`src/rtl/oam_motion_sequencer_if.sv`:
```
// CPU-side OAM write port between the motion sequencer (master) and the PPU (slave).
interface oam_motion_sequencer_if;
  logic [31:0] cpu_oam_data;
  logic [5:0]  cpu_oam_addr;
  logic        cpu_write;

  modport master (
    output cpu_oam_data,
    output cpu_oam_addr,
    output cpu_write
  );

  modport slave (
    input cpu_oam_data,
    input cpu_oam_addr,
    input cpu_write
  );
endinterface

```
`src/rtl/oam_motion_sequencer.sv`:
```
// Per-frame sprite mover: advances a shadow sprite table on each vblank and streams OAM words to the PPU.
// Define OAM_SEQ_BOUNCE_EN to make sprites reflect off the screen edges instead of wrapping.
module oam_motion_sequencer #(
  parameter int NUM_SPRITES = 4,
  parameter int X_MAX       = 248,
  parameter int Y_MAX       = 224
) (
  input  logic                  CLOCK_50,
  input  logic                  reset_n,
  input  logic                  vblank,
  input  logic                  cfg_we,
  input  logic [5:0]            cfg_idx,
  input  logic [31:0]           cfg_data,
  input  logic [7:0]            cfg_vel,
  oam_motion_sequencer_if.master oam,
  output logic                  busy,
  output logic                  overrun,
  output logic [15:0]           frame_count
);

  localparam int EW = 40;
  localparam logic [5:0]        LAST_IDX = 6'(NUM_SPRITES - 1);
  localparam logic signed [9:0] X_LIM    = 10'(X_MAX);
  localparam logic signed [9:0] Y_LIM    = 10'(Y_MAX);

  typedef struct packed {
    logic [7:0] pal;
    logic [7:0] tile;
    logic [7:0] y;
    logic [7:0] x;
    logic [3:0] dy;
    logic [3:0] dx;
  } entry_t;

  typedef enum logic [1:0] {IDLE, LOAD, ASSERT, GAP} state_t;

`ifdef OAM_SEQ_BOUNCE_EN
  // -(-8) does not fit in 4 bits, so the fastest negative speed reflects to +7.
  function automatic logic [3:0] flip(input logic [3:0] v);
    return (v == 4'b1000) ? 4'b0111 : (~v + 4'd1);
  endfunction
`endif

  // Returns {new_velocity, new_position} for one axis.
  function automatic logic [11:0] advance(input logic [7:0] p, input logic [3:0] v,
                                          input logic signed [9:0] lim);
    logic signed [9:0] s;
    logic [7:0]        pn;
    logic [3:0]        vn;
    s  = $signed({2'b00, p}) + $signed({{6{v[3]}}, v});
    vn = v;
`ifdef OAM_SEQ_BOUNCE_EN
    pn = s[7:0];
    if (s > lim) begin
      pn = lim[7:0];
      vn = flip(v);
    end else if (s < 10'sd0) begin
      pn = 8'd0;
      vn = flip(v);
    end
`else
    if (s > lim)
      s = s - (lim + 10'sd1);
    else if (s < 10'sd0)
      s = s + (lim + 10'sd1);
    pn = s[7:0];
`endif
    return {vn, pn};
  endfunction

  logic        sync1_reg, sync2_reg, sync3_reg, tick_reg;
  state_t      state_reg;
  logic [5:0]  k_reg;
  logic        phase_reg;
  logic [31:0] data_reg;
  logic [5:0]  addr_reg;
  logic        write_reg;
  logic        busy_reg;
  logic        overrun_reg;
  logic [15:0] frame_count_reg;

  wire [NUM_SPRITES*EW-1:0] tab_flat;
  entry_t                   cur;
  entry_t                   upd;
  logic [11:0]              x_next;
  logic [11:0]              y_next;

  always_ff @(posedge CLOCK_50 or negedge reset_n) begin
    if (!reset_n) begin
      sync1_reg <= 1'b0;
      sync2_reg <= 1'b0;
      sync3_reg <= 1'b0;
      tick_reg  <= 1'b0;
    end else begin
      sync1_reg <= vblank;
      sync2_reg <= sync1_reg;
      sync3_reg <= sync2_reg;
      tick_reg  <= sync2_reg & ~sync3_reg;
    end
  end

  // Shadow table; a cfg write beats the LOAD write-back to the same entry.
  genvar gi;
  generate
    for (gi = 0; gi < NUM_SPRITES; gi++) begin : g_ent
      entry_t ent_reg;
      always_ff @(posedge CLOCK_50 or negedge reset_n) begin
        if (!reset_n)
          ent_reg <= '0;
        else if (cfg_we && cfg_idx == 6'(gi))
          ent_reg <= {cfg_data, cfg_vel};
        else if (state_reg == LOAD && k_reg == 6'(gi))
          ent_reg <= upd;
      end
      assign tab_flat[gi*EW +: EW] = ent_reg;
    end
  endgenerate

  always_comb begin
    cur = '0;
    for (int i = 0; i < NUM_SPRITES; i++)
      if (k_reg == 6'(i)) cur = tab_flat[i*EW +: EW];
    x_next = advance(cur.x, cur.dx, X_LIM);
    y_next = advance(cur.y, cur.dy, Y_LIM);
    upd    = cur;
    upd.x  = x_next[7:0];
    upd.dx = x_next[11:8];
    upd.y  = y_next[7:0];
    upd.dy = y_next[11:8];
  end

  always_ff @(posedge CLOCK_50 or negedge reset_n) begin
    if (!reset_n) begin
      state_reg       <= IDLE;
      k_reg           <= '0;
      phase_reg       <= 1'b0;
      data_reg        <= '0;
      addr_reg        <= '0;
      write_reg       <= 1'b0;
      busy_reg        <= 1'b0;
      overrun_reg     <= 1'b0;
      frame_count_reg <= '0;
    end else begin
      case (state_reg)
        IDLE: begin
          if (tick_reg) begin
            state_reg       <= LOAD;
            k_reg           <= '0;
            busy_reg        <= 1'b1;
            frame_count_reg <= frame_count_reg + 16'd1;
          end
        end
        LOAD: begin
          addr_reg  <= k_reg;
          data_reg  <= {cur.pal, cur.tile, upd.y, upd.x};
          write_reg <= 1'b1;
          phase_reg <= 1'b0;
          state_reg <= ASSERT;
        end
        ASSERT: begin
          if (phase_reg) begin
            write_reg <= 1'b0;
            phase_reg <= 1'b0;
            state_reg <= GAP;
          end else begin
            phase_reg <= 1'b1;
          end
        end
        GAP: begin
          if (phase_reg) begin
            phase_reg <= 1'b0;
            if (k_reg == LAST_IDX) begin
              state_reg <= IDLE;
              busy_reg  <= 1'b0;
            end else begin
              k_reg     <= k_reg + 6'd1;
              state_reg <= LOAD;
            end
          end else begin
            phase_reg <= 1'b1;
          end
        end
      endcase
      if (tick_reg && state_reg != IDLE)
        overrun_reg <= 1'b1;
    end
  end

  assign oam.cpu_oam_data = data_reg;
  assign oam.cpu_oam_addr = addr_reg;
  assign oam.cpu_write    = write_reg;
  assign busy             = busy_reg;
  assign overrun          = overrun_reg;
  assign frame_count      = frame_count_reg;

endmodule

```
`src/flat_wrapper.sv`:
```
// flat-port wrapper written by rule: the top's interface ports become plain ports
module oam_motion_sequencer_flat 
#(
  parameter int NUM_SPRITES = 4,
  parameter int X_MAX       = 248,
  parameter int Y_MAX       = 224
)
  (CLOCK_50, reset_n, vblank, cfg_we, cfg_idx, cfg_data, cfg_vel, busy, overrun, frame_count, oam_cpu_oam_data, oam_cpu_oam_addr, oam_cpu_write);
  oam_motion_sequencer_if oam_i ();
  input  logic CLOCK_50;
  input  logic reset_n;
  input  logic vblank;
  input  logic cfg_we;
  input  logic [5:0] cfg_idx;
  input  logic [31:0] cfg_data;
  input  logic [7:0] cfg_vel;
  output logic busy;
  output logic overrun;
  output logic [15:0] frame_count;
  output wire logic [$bits(oam_i.cpu_oam_data)-1:0] oam_cpu_oam_data;
  output wire logic [$bits(oam_i.cpu_oam_addr)-1:0] oam_cpu_oam_addr;
  output wire logic [$bits(oam_i.cpu_write)-1:0] oam_cpu_write;
  assign oam_cpu_oam_data = oam_i.cpu_oam_data;
  assign oam_cpu_oam_addr = oam_i.cpu_oam_addr;
  assign oam_cpu_write = oam_i.cpu_write;
  oam_motion_sequencer #(.NUM_SPRITES(NUM_SPRITES), .X_MAX(X_MAX), .Y_MAX(Y_MAX)) u_core (.CLOCK_50(CLOCK_50), .reset_n(reset_n), .vblank(vblank), .cfg_we(cfg_we), .cfg_idx(cfg_idx), .cfg_data(cfg_data), .cfg_vel(cfg_vel), .oam(oam_i), .busy(busy), .overrun(overrun), .frame_count(frame_count));
endmodule
```
`config.mk`:
```
export PLATFORM = sky130hd
export DESIGN_NAME = oam_motion_sequencer_flat
export DESIGN_NICKNAME = d
export VERILOG_FILES = /design/src/rtl/oam_motion_sequencer_if.sv /design/src/rtl/oam_motion_sequencer.sv /design/src/flat_wrapper.sv
export SDC_FILE = /design/constraint.sdc
export NUM_CORES = 1
export LEC_CHECK = 0
export BUFFER_PORTS_ARGS = -buffer_cell sky130_fd_sc_hd__buf_2
export CELL_PAD_IN_SITES_DETAIL_PLACEMENT = 2
export CELL_PAD_IN_SITES_GLOBAL_PLACEMENT = 2
export CORE_MARGIN = 2
export CORE_UTILIZATION = 38
export DETAILED_ROUTE_END_ITERATION = 10
export GPL_TIMING_DRIVEN = 0
export PLACE_DENSITY = 0.8
export SYNTH_ARGS = -nofsm -noshare
export SYNTH_HDL_FRONTEND = slang
export SYNTH_SLANG_ARGS = --single-unit
```
`constraint.sdc`:
```
create_clock -name CLOCK_50 -period 5.66 [get_ports CLOCK_50]
set_input_delay 1.132 -clock CLOCK_50 [delete_from_list [all_inputs] [get_ports CLOCK_50]]
set_output_delay 1.132 -clock CLOCK_50 [all_outputs]
set_load 0.03 [all_outputs]
```
Word-level counts from Yosys, hierarchy flattened
Cells that the tools add are included.
- flip-flop bits (word level): 230
- word-level logic and storage cells: 124
- bits of input ports: 50
- output and inout bits: 57
- reduce and logical (&&, ||, !) cells: 26
- muxes and demuxes: 33
- order comparisons: 4
- add/subtract/negate cells: 8
- bitwise operators: 2
- equality and inequality tests: 14
- operator list (operator ; number):
    two-way mux 40 bit ; 12
    two-way mux 8 bit ; 4
    equality test 6 x 2 -> 1 bit, second input constant ; 4
    adder 9 x 4 -> 10 bit ; 2
    > comparator 10 x 9 -> 1 bit, second input constant ; 2
    < comparator 10 x 1 -> 1 bit, second input constant ; 2
    two-way mux 6 bit ; 3
    adder 16 x 1 -> 16 bit, second input constant ; 1
    nonzero test 2 bit ; 8
    equality test 6 x 1 -> 1 bit, second input constant ; 2
    zero test 6 bit ; 2
    case mux 6 bit (2 select lines) ; 1
    logical AND 1 bit ; 9
    adder 8 x 4 -> 8 bit, second input constant ; 1
    adder 8 x 6 -> 8 bit, second input constant ; 1
    inequality test 2 x 1 -> 1 bit, second input constant ; 4
    case mux 2 bit (4 select lines) ; 1
    AND reduction 4 bit ; 2
    subtractor 8 x 4 -> 8 bit, second input constant ; 1
    subtractor 8 x 6 -> 8 bit, second input constant ; 1
    adder 6 x 1 -> 6 bit, second input constant ; 1
    two-way mux 1 bit ; 6
    two-way mux 2 bit ; 3
    case mux 1 bit (2 select lines) ; 3
    9 further kinds ; 11

Logic depth before layout (Yosys ltp)
Gate-level depths: netlist (run 1).
- depth after elaboration: 11
- mapped depth: 20
- depth with buffers taken out: 18

Worst setup path after synthesis (run 1)
No wires, ideal clock.
- path kind: register to register
- start point: register u_core.k_reg[2]
- end point: register u_core.data_reg[7] (netlist: u_core.oam.cpu_oam_data[7])
- setup time: 0.125 ns
- path slack: 0.807 ns
- cell stages (with the launch flop): 19
- period minus slack after synthesis: 4.853 ns
- data arrival time: 4.728 ns
- cells stage by stage: dfrtp_1 -> nor4_2 -> clkbuf_1 -> and2_1 -> clkbuf_1 -> clkbuf_1 -> clkbuf_1 -> o21ai_0 -> ha_1 -> fa_1 -> a211o_1 -> a2111o_1 -> o311ai_2 -> nand4bb_1 -> o311ai_1 -> or2_4 -> a41oi_2 -> xor2_1 -> mux2_4
- word-level cells in the longest chain between the ends: 9
- ends and longest elaborated chain (what ; line ; RTL):
    start: declaration ; oam_motion_sequencer.sv:73 ; logic [5:0] k_reg;
    start signal: assignment ; oam_motion_sequencer.sv:176 ; k_reg <= k_reg + 6'd1;
    zero test 6 bit ; oam_motion_sequencer.sv:122 ; if (k_reg == 6'(i)) cur = tab_flat[i*EW +: EW];
    two-way mux 40 bit (3 in a row) ; oam_motion_sequencer.sv:122 ;
    two-way mux 40 bit * ; oam_motion_sequencer.sv:122 ;
    adder 9 x 4 -> 10 bit * ; oam_motion_sequencer.sv:50 ; s = $signed({2'b00, p}) + $signed({{6{v[3]}}, v});
    adder 8 x 4 -> 8 bit or < comparator 10 x 1 -> 1 bit (tied branches) ; oam_motion_sequencer.sv:65, oam_motion_sequencer.sv:64 ;
    two-way mux 8 bit ; oam_motion_sequencer.sv:64 ; else if (s < 10'sd0)
    two-way mux 8 bit * ; oam_motion_sequencer.sv:62 ; if (s > lim)
    end signal: assignment ; oam_motion_sequencer.sv:155 ; data_reg <= {cur.pal, cur.tile, upd.y, upd.x};
    end: declaration ; oam_motion_sequencer.sv:75 ; logic [31:0] data_reg;
Mark *: on every way between the ends. The rest lies on a longest branch, timed or not.
A chain may end at the register's enable or synchronous reset.

Final worst setup path (run 1)
- start point: register u_core.k_reg[3]
- end point: register u_core.data_reg[7] (netlist: u_core.oam.cpu_oam_data[7])
The elaborated chain is that of the path after synthesis.

==> results of run 1 <==
[cell type report]
class / count / area, µm² / area share (%)
timing repair buffer: 115 / 648 / 4.33
buffer: 85 / 384 / 2.57
clock buffer: 42 / 865 / 5.78
tap: 442 / 553 / 3.70
inverter: 33 / 124 / 0.828
antenna: 1 / 2.50 / 0.0167
multi-input combinational: 1031 / 6500 / 43.5
sequential: 230 / 5760 / 38.5
clock inverter: 9 / 128 / 0.853
[cells by family after synthesis]
group | Yosys count | share of synthesized area (%)
mux | 107 | 8.87
flops | 230 | 45.9
buf+inv | 120 | 3.78
fa+ha+maj | 35 | 3.62
xor+xnor | 40 | 2.80
simple gates | 452 | 15.8
compound gates | 397 | 19.1
[worst max path at each step]
stage / startpoint / end
after floorplan: u_core.k_reg[2] / u_core.oam.cpu_oam_data[7]
after global placement: u_core.k_reg[2] / u_core.oam.cpu_oam_data[7]
after detailed placement: u_core.k_reg[2] / u_core.g_ent[2].ent_reg[23]
after CTS: u_core.k_reg[2] / u_core.oam.cpu_oam_data[7]
after global routing: u_core.k_reg[3] / u_core.oam.cpu_oam_data[14]
final: u_core.k_reg[3] / u_core.oam.cpu_oam_data[7]
[synthesized netlist by cell type (12+ instances only)]
cell and count:
and2_1 12, clkbuf_1 77, nor3_1 20, mux2_2 28, ha_1 33, nor2_1 73
mux2i_1 78, a221o_1 36, o21ai_0 225, and3_1 32, nand2_1 264, xor2_1 17
nand3_1 12, xnor2_1 23, dfrtp_1 230, inv_1 33, a21oi_1 57
[layer usage]
| layer | up-vias | GRT usage [%] |
|---|---|---|
| met5 | - | 0 |
| li1 | 5140 | - |
| met3 | 89 | 5.03 |
| met1 | 6018 | 37.6 |
| met4 | 0 | 9.61 |
| met2 | 344 | 48.7 |
[through the flow]
stage	setup TNS (ns)	utilization, %	hold slack, ns
global route	-0.0113	46.0	0.347
global placement	-277.01	41.8	0.347
CTS	-0.00309	45.6	0.351
detailed placement	-81.12	42.0	0.336
finish	0	46.0	0.366
floorplan	0	-	0.331
[timing repair]
| action | 4_1_cts | 5_1_grt |
|---|---|---|
| setup buffers | 1 | 6 |
| gates resized for setup | 40 | 28 |
| pin swaps | 0 | 4 |
| endpoints found under the setup margin | 80 | 79 |
==> run summary, run 1 <==
Initial antenna violation count - 2
Fmax - 0.184 GHz
H-tree depth - 1
DR top layer - met4
Starting density of the core - 38.5%
Commonest cells after routing, fill and taps aside - nand2_1 (264), dfrtp_1 (230), o21ai_0 (220)
Measured slew at the worst slew-check pin - 1.04 ns
Synth top area share - 45.9%
Reg clk slew, reported paths - 0.06 ns
Design Area, Final - 15000 µm²
Commonest non-fill, non-tap cell in the layout - nand2_1
Max reg flops - 160
Placement Rows - 66
Crit share post-route - 96.2%
Setup crit start kind - flop
R2R Setup Slk - 0.22 ns
Worst stage delay on the critical path - 0.47 ns
Hold-fix buffers at CTS - 0
Filler Cell Count - 3621
Yosys warns - 0
DR iter-0 viols - 632
Avg WL per Cell - 24.7 µm
Worst-Skew Late Latency - 0.55 ns
Die area - 34400 µm²
Non-Filler Instances - 1988
Slew Viols, Final - 0
Max-Slew Margin vs Limit - 30.5%
Post-place setup slack - -1.38 ns
Crit path max-delay cell type - dfrtp_1
DP HPWL - 34100 µm
R2r startpoint - u_core.k_reg[3]
Drt total wl - 49100 µm
#FFs+latches synth - 230
EDFF count, synth - 0
Final Hold Fails - 0
Cells along the critical path - nor4_4 -> buf_4 -> nand2_1 -> clkbuf_2 -> clkbuf_2 -> o21ai_0 -> o21ai_0 -> ha_1 -> fa_1 -> a211o_1 -> a2111o_1 -> o311ai_4 -> nand4bb_4 -> o311ai_2 -> or2_4 -> a41oi_2 -> xor2_4 -> mux2_4
Setup-failing EPs final - 0
Top cells by area, synth - dfrtp_1 (46%), o21ai_0 (9.0%), nand2_1 (7.9%), mux2i_1 (6.2%), ha_1 (3.3%)
Input/output buffers - 106
Cells after Synth - 1381
DR pass1 iterations - 5
Syn nets - 1466
# placed instances - 1931
Status - completed
Area Growth Syn to Fin - 19.4%
CP Data Arrival Time - 5.87 ns
Detail Route Antenna Nets - 0
Vias per Instance - 5.83
First-pass GRT wire length - 76200 µm
Buffer and inverter count on the worst path - 3
Crit. End Element - flop
M1 wire length - 20800 µm
Yosys top cell by area - dfrtp_1
Syn Area/Cell - 9.07 µm²
Vias in the first global route - 12900
Layout Nets - 1609
Max Cap Viol - 0
Die X - 186 µm
Length in cells of the worst reg-to-reg path - 18
Clock tree buffer depth - 3
Clk_skew - 0.0104 ns
Drt drc - 0
Layout cells sized above 1 - 16.5%
Capturing point of the worst reg2reg path - u_core.oam.cpu_oam_data[7]
FFs w/ async S/R, synth - 100%
Core Region - 32500 µm²
Tmin final - 5.44 ns
Placement Cell Area - 13700 µm²
DIE HEIGHT - 186 µm
Clock Sinks - 230
Register area share after synthesis - 45.9%
Final WS setup - 0.217 ns
Met2 wire length - 23500 µm
Grt total ovfl - 0
Routed via count - 11600
GRT Overall Usage - 28.9%
Crit path max fanout - 10
Synth unique cells - 67
CTS tree - yes
Root Buffer - clkbuf_16
Cell family with most CP delay - compound AO/OA/AOI/OAI gates
Largest net degree at the start of global routing - 117
Synth Cell Area - 12500 µm²
Ports - 107
Placer Congestion - 0.820
Hold WC Path Type - in -> async
Clock buffer count from CTS - 28
Top_reg_cell synth - dfrtp_1
Req. time, crit path - 6.09 ns
WL met3 - 3010 µm
Crit path depth - 18
Crit Path Class - reg -> reg
Power of run 1 is left out: the tool's default activity adds up to more than one toggle a clock period on the data nets, which glitch-free logic cannot reach.
==> run 2: changes to the inputs <==
--- a/config.mk
+++ b/config.mk
@@ -10,2 +10,3 @@
 export CELL_PAD_IN_SITES_GLOBAL_PLACEMENT = 2
+export CORE_ASPECT_RATIO = 0.8
 export CORE_MARGIN = 2
==> constraint.sdc (replaced) <==
create_clock -name CLOCK_50 -period 5.66 [get_ports CLOCK_50]
set_input_delay 0.566 -clock CLOCK_50 [delete_from_list [all_inputs] [get_ports CLOCK_50]]
set_output_delay 0.566 -clock CLOCK_50 [all_outputs]
set_load 0.03 [all_outputs]
==> run 2 against run 1 <==
Via count barely moved. Fmax about the same. Core utilization barely moved. First-iteration DRC count up 24%. Critical endpoint unchanged. Die area is essentially flat. Setup slack improved by 0.0034 ns. Largest cell class unchanged. Clock-buffer cell count decreased by 3.
==> run summary, run 2 (synthesis gave the netlist of run 1 again) <==
Status - completed (unchanged)
DR pass1 iterations - 5 (unchanged)
Max reg flops - 160 (unchanged)
Layout cells sized above 1 - 17.3% (was 16.5%)
Clock tree buffer depth - 3 (unchanged)
DR iter-0 viols - 786 (was 632)
Die X - 207 µm (was 186 µm)
Ports - 107 (unchanged)
Layout Nets - 1615 (was 1609)
Initial antenna violation count - 4 (was 2)
Setup-failing EPs final - 0 (unchanged)
Slew Viols, Final - 0 (unchanged)
CP Data Arrival Time - 5.89 ns (was 5.87 ns)
# placed instances - 1916 (was 1931)
Max-Slew Margin vs Limit - 27.0% (was 30.5%)
Tmin final - 5.44 ns (about the same)
Crit share post-route - 96.1% (was 96.2%)
Core Region - 32500 µm² (about the same)
Commonest non-fill, non-tap cell in the layout - nand2_1 (unchanged)
Post-place setup slack - -1.31 ns (was -1.38 ns)
Measured slew at the worst slew-check pin - 1.09 ns (was 1.04 ns)
Clock buffer count from CTS - 26 (was 28)
Crit Path Class - reg -> reg (unchanged)
Placer Congestion - 0.852 (was 0.820)
Routed via count - 11600 (about the same)
First-pass GRT wire length - 77200 µm (was 76200 µm)
DIE HEIGHT - 166 µm (was 186 µm)
DP HPWL - 35300 µm (was 34100 µm)
Drt total wl - 49800 µm (was 49100 µm)
Worst-Skew Late Latency - 0.56 ns (was 0.55 ns)
Largest net degree at the start of global routing - 115 (was 117)
Drt drc - 0 (unchanged)
Starting density of the core - 38.6% (was 38.5%)
Final WS setup - 0.221 ns (was 0.217 ns)
Root Buffer - clkbuf_16 (unchanged)
Detail Route Antenna Nets - 0 (unchanged)
Avg WL per Cell - 25.2 µm (was 24.7 µm)
Fmax - 0.184 GHz (about the same)
Placement Rows - 59 (was 66)
Reg clk slew, reported paths - 0.07 ns (was 0.06 ns)
Hold WC Path Type - in -> reg (was in -> async)
Vias per Instance - 5.86 (was 5.83)
Commonest cells after routing, fill and taps aside - nand2_1 (264), dfrtp_1 (230), o21ai_0 (221) (was nand2_1 (264), dfrtp_1 (230), o21ai_0 (220))
Grt total ovfl - 0 (unchanged)
Input/output buffers - 106 (unchanged)
Vias in the first global route - 12600 (was 12900)
Die area - 34400 µm² (about the same)
Clock Sinks - 230 (unchanged)
GRT Overall Usage - 29.4% (was 28.9%)
Crit. End Element - flop (unchanged)
Max Cap Viol - 0 (unchanged)
CTS tree - yes (unchanged)
Final Util - 45.9% (was 46.0%)
Final Hold Fails - 0 (unchanged)
Setup crit start kind - flop (unchanged)
Clk_skew - 0.0157 ns (was 0.0104 ns)
Area Growth Syn to Fin - 19.1% (was 19.4%)
Non-Filler Instances - 1978 (was 1988)
RSZ-0062 raised after global routing - true
H-tree depth - 1 (unchanged)
Crit path max fanout - 10 (unchanged)
Req. time, crit path - 6.11 ns (was 6.09 ns)
## run 2: cell types whose count changed in the layout (fill, tap and decap cells not counted), moves of 2 or more
cell / delta
o21ai_1: -4
clkinv_2: +2
buf_4: +5
o21ai_2: +3
clkbuf_16: -2
bufinv_16: -3
clkbuf_1: -2
clkbuf_8: +2
## run 2: layer usage
layer / share of wire (%) / vias to the layer above / track usage, %
met3: 5.8 / 76 / 4.02
met1: 46 / 6049 / 42.8
li1: - / 5146 / -
met5: 0.050 / - / 0
met2: 46 / 322 / 46.5
met4: 2.1 / 4 / 6.29
## run 2: worst max-delay path, cell delays in order, from the launching register on
cell,delay (ns)
dfrtp_1,0.46
nor4_4,0.34
clkbuf_4,0.27
and2_1,0.18
clkbuf_4,0.27
clkbuf_4,0.29
a221o_1,0.17
o21ai_0,0.15
o21ai_2,0.27
ha_1,0.31
a211oi_4,0.43
o21ai_1,0.22
a31oi_1,0.45
xnor2_1,0.36
nand2_1,0.19
nor3_1,0.28
a41oi_2,0.11
xor2_4,0.26
mux2_4,0.29
## run 2: worst paths after layout
check,start,end,slack [ns],depth (start not counted)
max in group asynchronous,reset_n,u_core.g_ent[2].ent_reg[14],3.92,4
min reg2reg,u_core.sync1_reg,u_core.sync2_reg,0.36,0
max,u_core.k_reg[2],u_core.oam.cpu_oam_data[7],0.22,18
min,vblank,u_core.sync1_reg,0.12,1
min in group asynchronous,reset_n,u_core.oam.cpu_oam_data[19],0.45,2
max reg2reg,u_core.k_reg[2],u_core.oam.cpu_oam_data[7],0.22,18
## run 2: metrics by stage
step,hold slack (ns),instance area [µm²],TNS (ns)
after global routing,0.106,14900,-0.444
after CTS,0.102,14800,0
after floorplan,0.270,12500,0
final,0.118,14900,0
after detailed placement,0.354,13700,-80.54
after global placement,0.339,13600,-156.27
## run 2: timing repair
| action | in CTS | in global routing |
|---|---|---|
| hold buffers | 1 | 0 |
| pin swaps | 2 | 5 |
| resized for setup | 48 | 28 |
| setup buffers | 4 | 10 |
| cloned | 0 | 0 |
| hold endpoints to repair | 27 | 0 |
| setup endpoints to repair | 80 | 80 |
## run 2: final cells by class
type | instances | area, µm²
Clock inverter | 9 | 56.3
Fill cell | 3533 | 17600
Sequential cell | 230 | 5760
Multi-Input combinational cell | 1031 | 6530
Clock buffer | 39 | 821
Timing Repair Buffer | 123 | 711
Buffer | 85 | 390
Antenna cell | 1 | 2.50
Inverter | 33 | 124
Tap cell | 427 | 534
Power of run 2 is left out for the same reason.
==> run 3: changes to the inputs <==
- CORE_UTILIZATION: 38 -> 34
- PLACE_DENSITY: 0.8 -> 0.75
- SETUP_SLACK_MARGIN: not set -> 0.2
- clock period: 5.66 -> 4.5 ns (I/O delays scaled with it)
==> run 3 against run 2 <==
The run now ends with negative setup slack left. Final cell count is 8.4% higher. Clock-buffer cell count is 2 higher. Highest routed layer unchanged. Sequential cell count stayed put. Clock skew is 0.011 ns higher. Die area is 12% higher. Setup slack worse by 0.65 ns.
==> run summary, run 3 (synthesis gave the netlist of run 1 again) <==
DR iter-0 viols - 1015 (was 786)
Core Region - 36100 µm² (was 32500 µm²)
CTS tree - yes (unchanged)
CP Data Arrival Time - 5.39 ns (was 5.89 ns)
Commonest cells after routing, fill and taps aside - nand2_1 (257), dfrtp_1 (225), o21ai_0 (153) (was nand2_1 (264), dfrtp_1 (230), o21ai_0 (221))
Initial antenna violation count - 2 (was 4)
Worst-Skew Late Latency - 0.58 ns (was 0.56 ns)
Placement Rows - 62 (was 59)
Clk_skew - 0.0267 ns (was 0.0157 ns)
H-tree depth - 1 (unchanged)
Detail Route Antenna Nets - 0 (unchanged)
Slew Viols, Final - 0 (unchanged)
# placed instances - 1969 (was 1916)
Placer Congestion - 0.827 (was 0.852)
Routed via count - 12900 (was 11600)
Worst stage delay on the critical path - 0.44 ns (was 0.46 ns)
Largest net degree at the start of global routing - 105 (was 115)
Cells along the critical path - nor4_4 -> buf_4 -> nand2_2 -> nor2_4 -> buf_8 -> clkbuf_16 -> a221o_1 -> o21ai_2 -> o21ai_2 -> ha_4 -> a211oi_4 -> o211ai_1 -> buf_4 -> a31oi_4 -> buf_12 -> nor3_2 -> o22ai_2 -> buf_6 -> nand2_8 -> o32ai_4 -> xnor2_2 -> buf_6 -> mux2i_1 (was nor4_4 -> clkbuf_4 -> and2_1 -> clkbuf_4 -> clkbuf_4 -> a221o_1 -> o21ai_0 -> o21ai_2 -> ha_1 -> a211oi_4 -> o21ai_1 -> a31oi_1 -> xnor2_1 -> nand2_1 -> nor3_1 -> a41oi_2 -> xor2_4 -> mux2_4)
Non-Filler Instances - 2144 (was 1978)
Layout Nets - 1726 (was 1615)
Max Cap Viol - 0 (unchanged)
Commonest non-fill, non-tap cell in the layout - nand2_1 (unchanged)
Area Growth Syn to Fin - 37.4% (was 19.1%)
Clock tree buffer depth - 3 (unchanged)
R2R Setup Slk - -0.43 ns (was 0.22 ns)
Die X - 219 µm (was 207 µm)
Measured slew at the worst slew-check pin - 1.10 ns (was 1.09 ns)
Clock buffer count from CTS - 28 (was 26)
RSZ-0062 raised after global routing - true (unchanged)
Buffer and inverter count on the worst path - 7 (was 3)
DP HPWL - 35900 µm (was 35300 µm)
Ports - 107 (unchanged)
Die area - 38400 µm² (was 34400 µm²)
Crit share post-route - 110% (was 96.1%)
Layout cells sized above 1 - 30.2% (was 17.3%)
Crit Path Class - reg -> reg (unchanged)
Drt drc - 0 (unchanged)
Grt total ovfl - 0 (unchanged)
Avg WL per Cell - 29.7 µm (was 25.2 µm)
Fmax - 0.203 GHz (was 0.184 GHz)
Clock Sinks - 230 (unchanged)
Vias in the first global route - 13400 (was 12600)
Max reg flops - 160 (unchanged)
Failing checks - negative setup slack
Final WS setup - -0.433 ns (was 0.221 ns)
DR pass1 iterations - 5 (unchanged)
Final Hold Fails - 0 (unchanged)
Max-Slew Margin vs Limit - 26.9% (was 27.0%)
Cell family with most CP delay - compound AO/OA/AOI/OAI gates (unchanged)
Status - finished, violations left (was completed)
Hold WC Path Type - in -> reg (unchanged)
Crit. End Element - flop (unchanged)
Final Util - 47.7% (was 45.9%)
Input/output buffers - 106 (unchanged)
Req. time, crit path - 4.96 ns (was 6.11 ns)
GRT Overall Usage - 28.4% (was 29.4%)
Vias per Instance - 6.04 (was 5.86)
Setup crit start kind - flop (unchanged)
Crit path max fanout - 5 (was 10)
Filler Cell Count - 3772 (was 3533)
Setup-failing EPs final - 80 (was 0)
Sequential standard cell area - 5760 µm² (about the same)
Drt total wl - 63600 µm (was 49800 µm)
Reg clk slew, reported paths - 0.06 ns (was 0.07 ns)
DIE HEIGHT - 176 µm (was 166 µm)
Tmin final - 4.93 ns (was 5.44 ns)
Starting density of the core - 34.7% (was 38.6%)
First-pass GRT wire length - 82800 µm (was 77200 µm)
Crit path max-delay cell type - dfrtp_2 (was dfrtp_1)
Multi-input gate area - 7530 µm² (was 6530 µm²)
Root Buffer - clkbuf_16 (unchanged)
==> run 3: layer usage <==
layer  part of all wire [%]  global-route usage [%]  vias to the layer above  routed length [µm]
li1                       -                       -                     5378                   -
met1                     41                    39.7                     6758               25900
met2                     47                    45.5                      587               29800
met3                    7.3                    4.55                      218                4620
met4                    5.1                    7.77                        2                3220
met5                  0.020                       0                        -                  13
==> run 3: final timing paths <==
check,start,endpoint,cells after the start
setup / recovery,u_core.k_reg[3],u_core.oam.cpu_oam_data[11],23
hold / removal,cfg_data[17],u_core.g_ent[3].ent_reg[25],3
setup reg to reg,u_core.k_reg[3],u_core.oam.cpu_oam_data[11],23
hold reg to reg,u_core.sync1_reg,u_core.sync2_reg,0
max in group asynchronous,reset_n,u_core.k_reg[2],3
min in group asynchronous,reset_n,u_core.g_ent[0].ent_reg[24],2
==> run 3: cell type report <==
class	instances	share of cell area [%]
multi-input cells	1031	43.7
flip-flops and latches	230	33.5
repair buffers	230	9.53
clock buffers	41	4.77
plain buffers	87	3.50
well taps	480	3.49
inverters	33	0.807
clock inverters	11	0.654
diodes	1	0.0145
==> run 3: worst register-to-register path: cells and delay by family (launching register included) <==
family,cells,cell delay [ns]
fa+ha+maj,1,0.27
xor+xnor,1,0.12
simple gates,5,0.69
flops,1,0.44
mux,1,0.28
compound gates,8,1.79
buf+inv,7,1.22
==> run 3: timing repair <==
action / in CTS / in global routing
cloned: 1 / 0
endpoints found under the hold margin: 43 / 0
pin swaps: 57 / 110
hold buffers: 2 / 0
buffers inserted: 55 / 64
resized for setup: 170 / 184
endpoints found under the setup margin: 80 / 80
==> run 3: metrics by stage <==
step | area (µm²) | TNS (ns) | setup slack (ns) | hold WS, ns
floorplan | 12600 | 0 | 0.150 | 0.154
global placement | 13800 | -441.47 | -1.57 | 0.345
detailed placement | 13800 | -100.75 | -1.51 | 0.352
CTS | 16000 | -6.53 | -0.216 | 0.119
global route | 17200 | -32.96 | -0.624 | 0.138
finish | 17200 | -21.14 | -0.433 | 0.142
Power of run 3 is left out for the same reason.
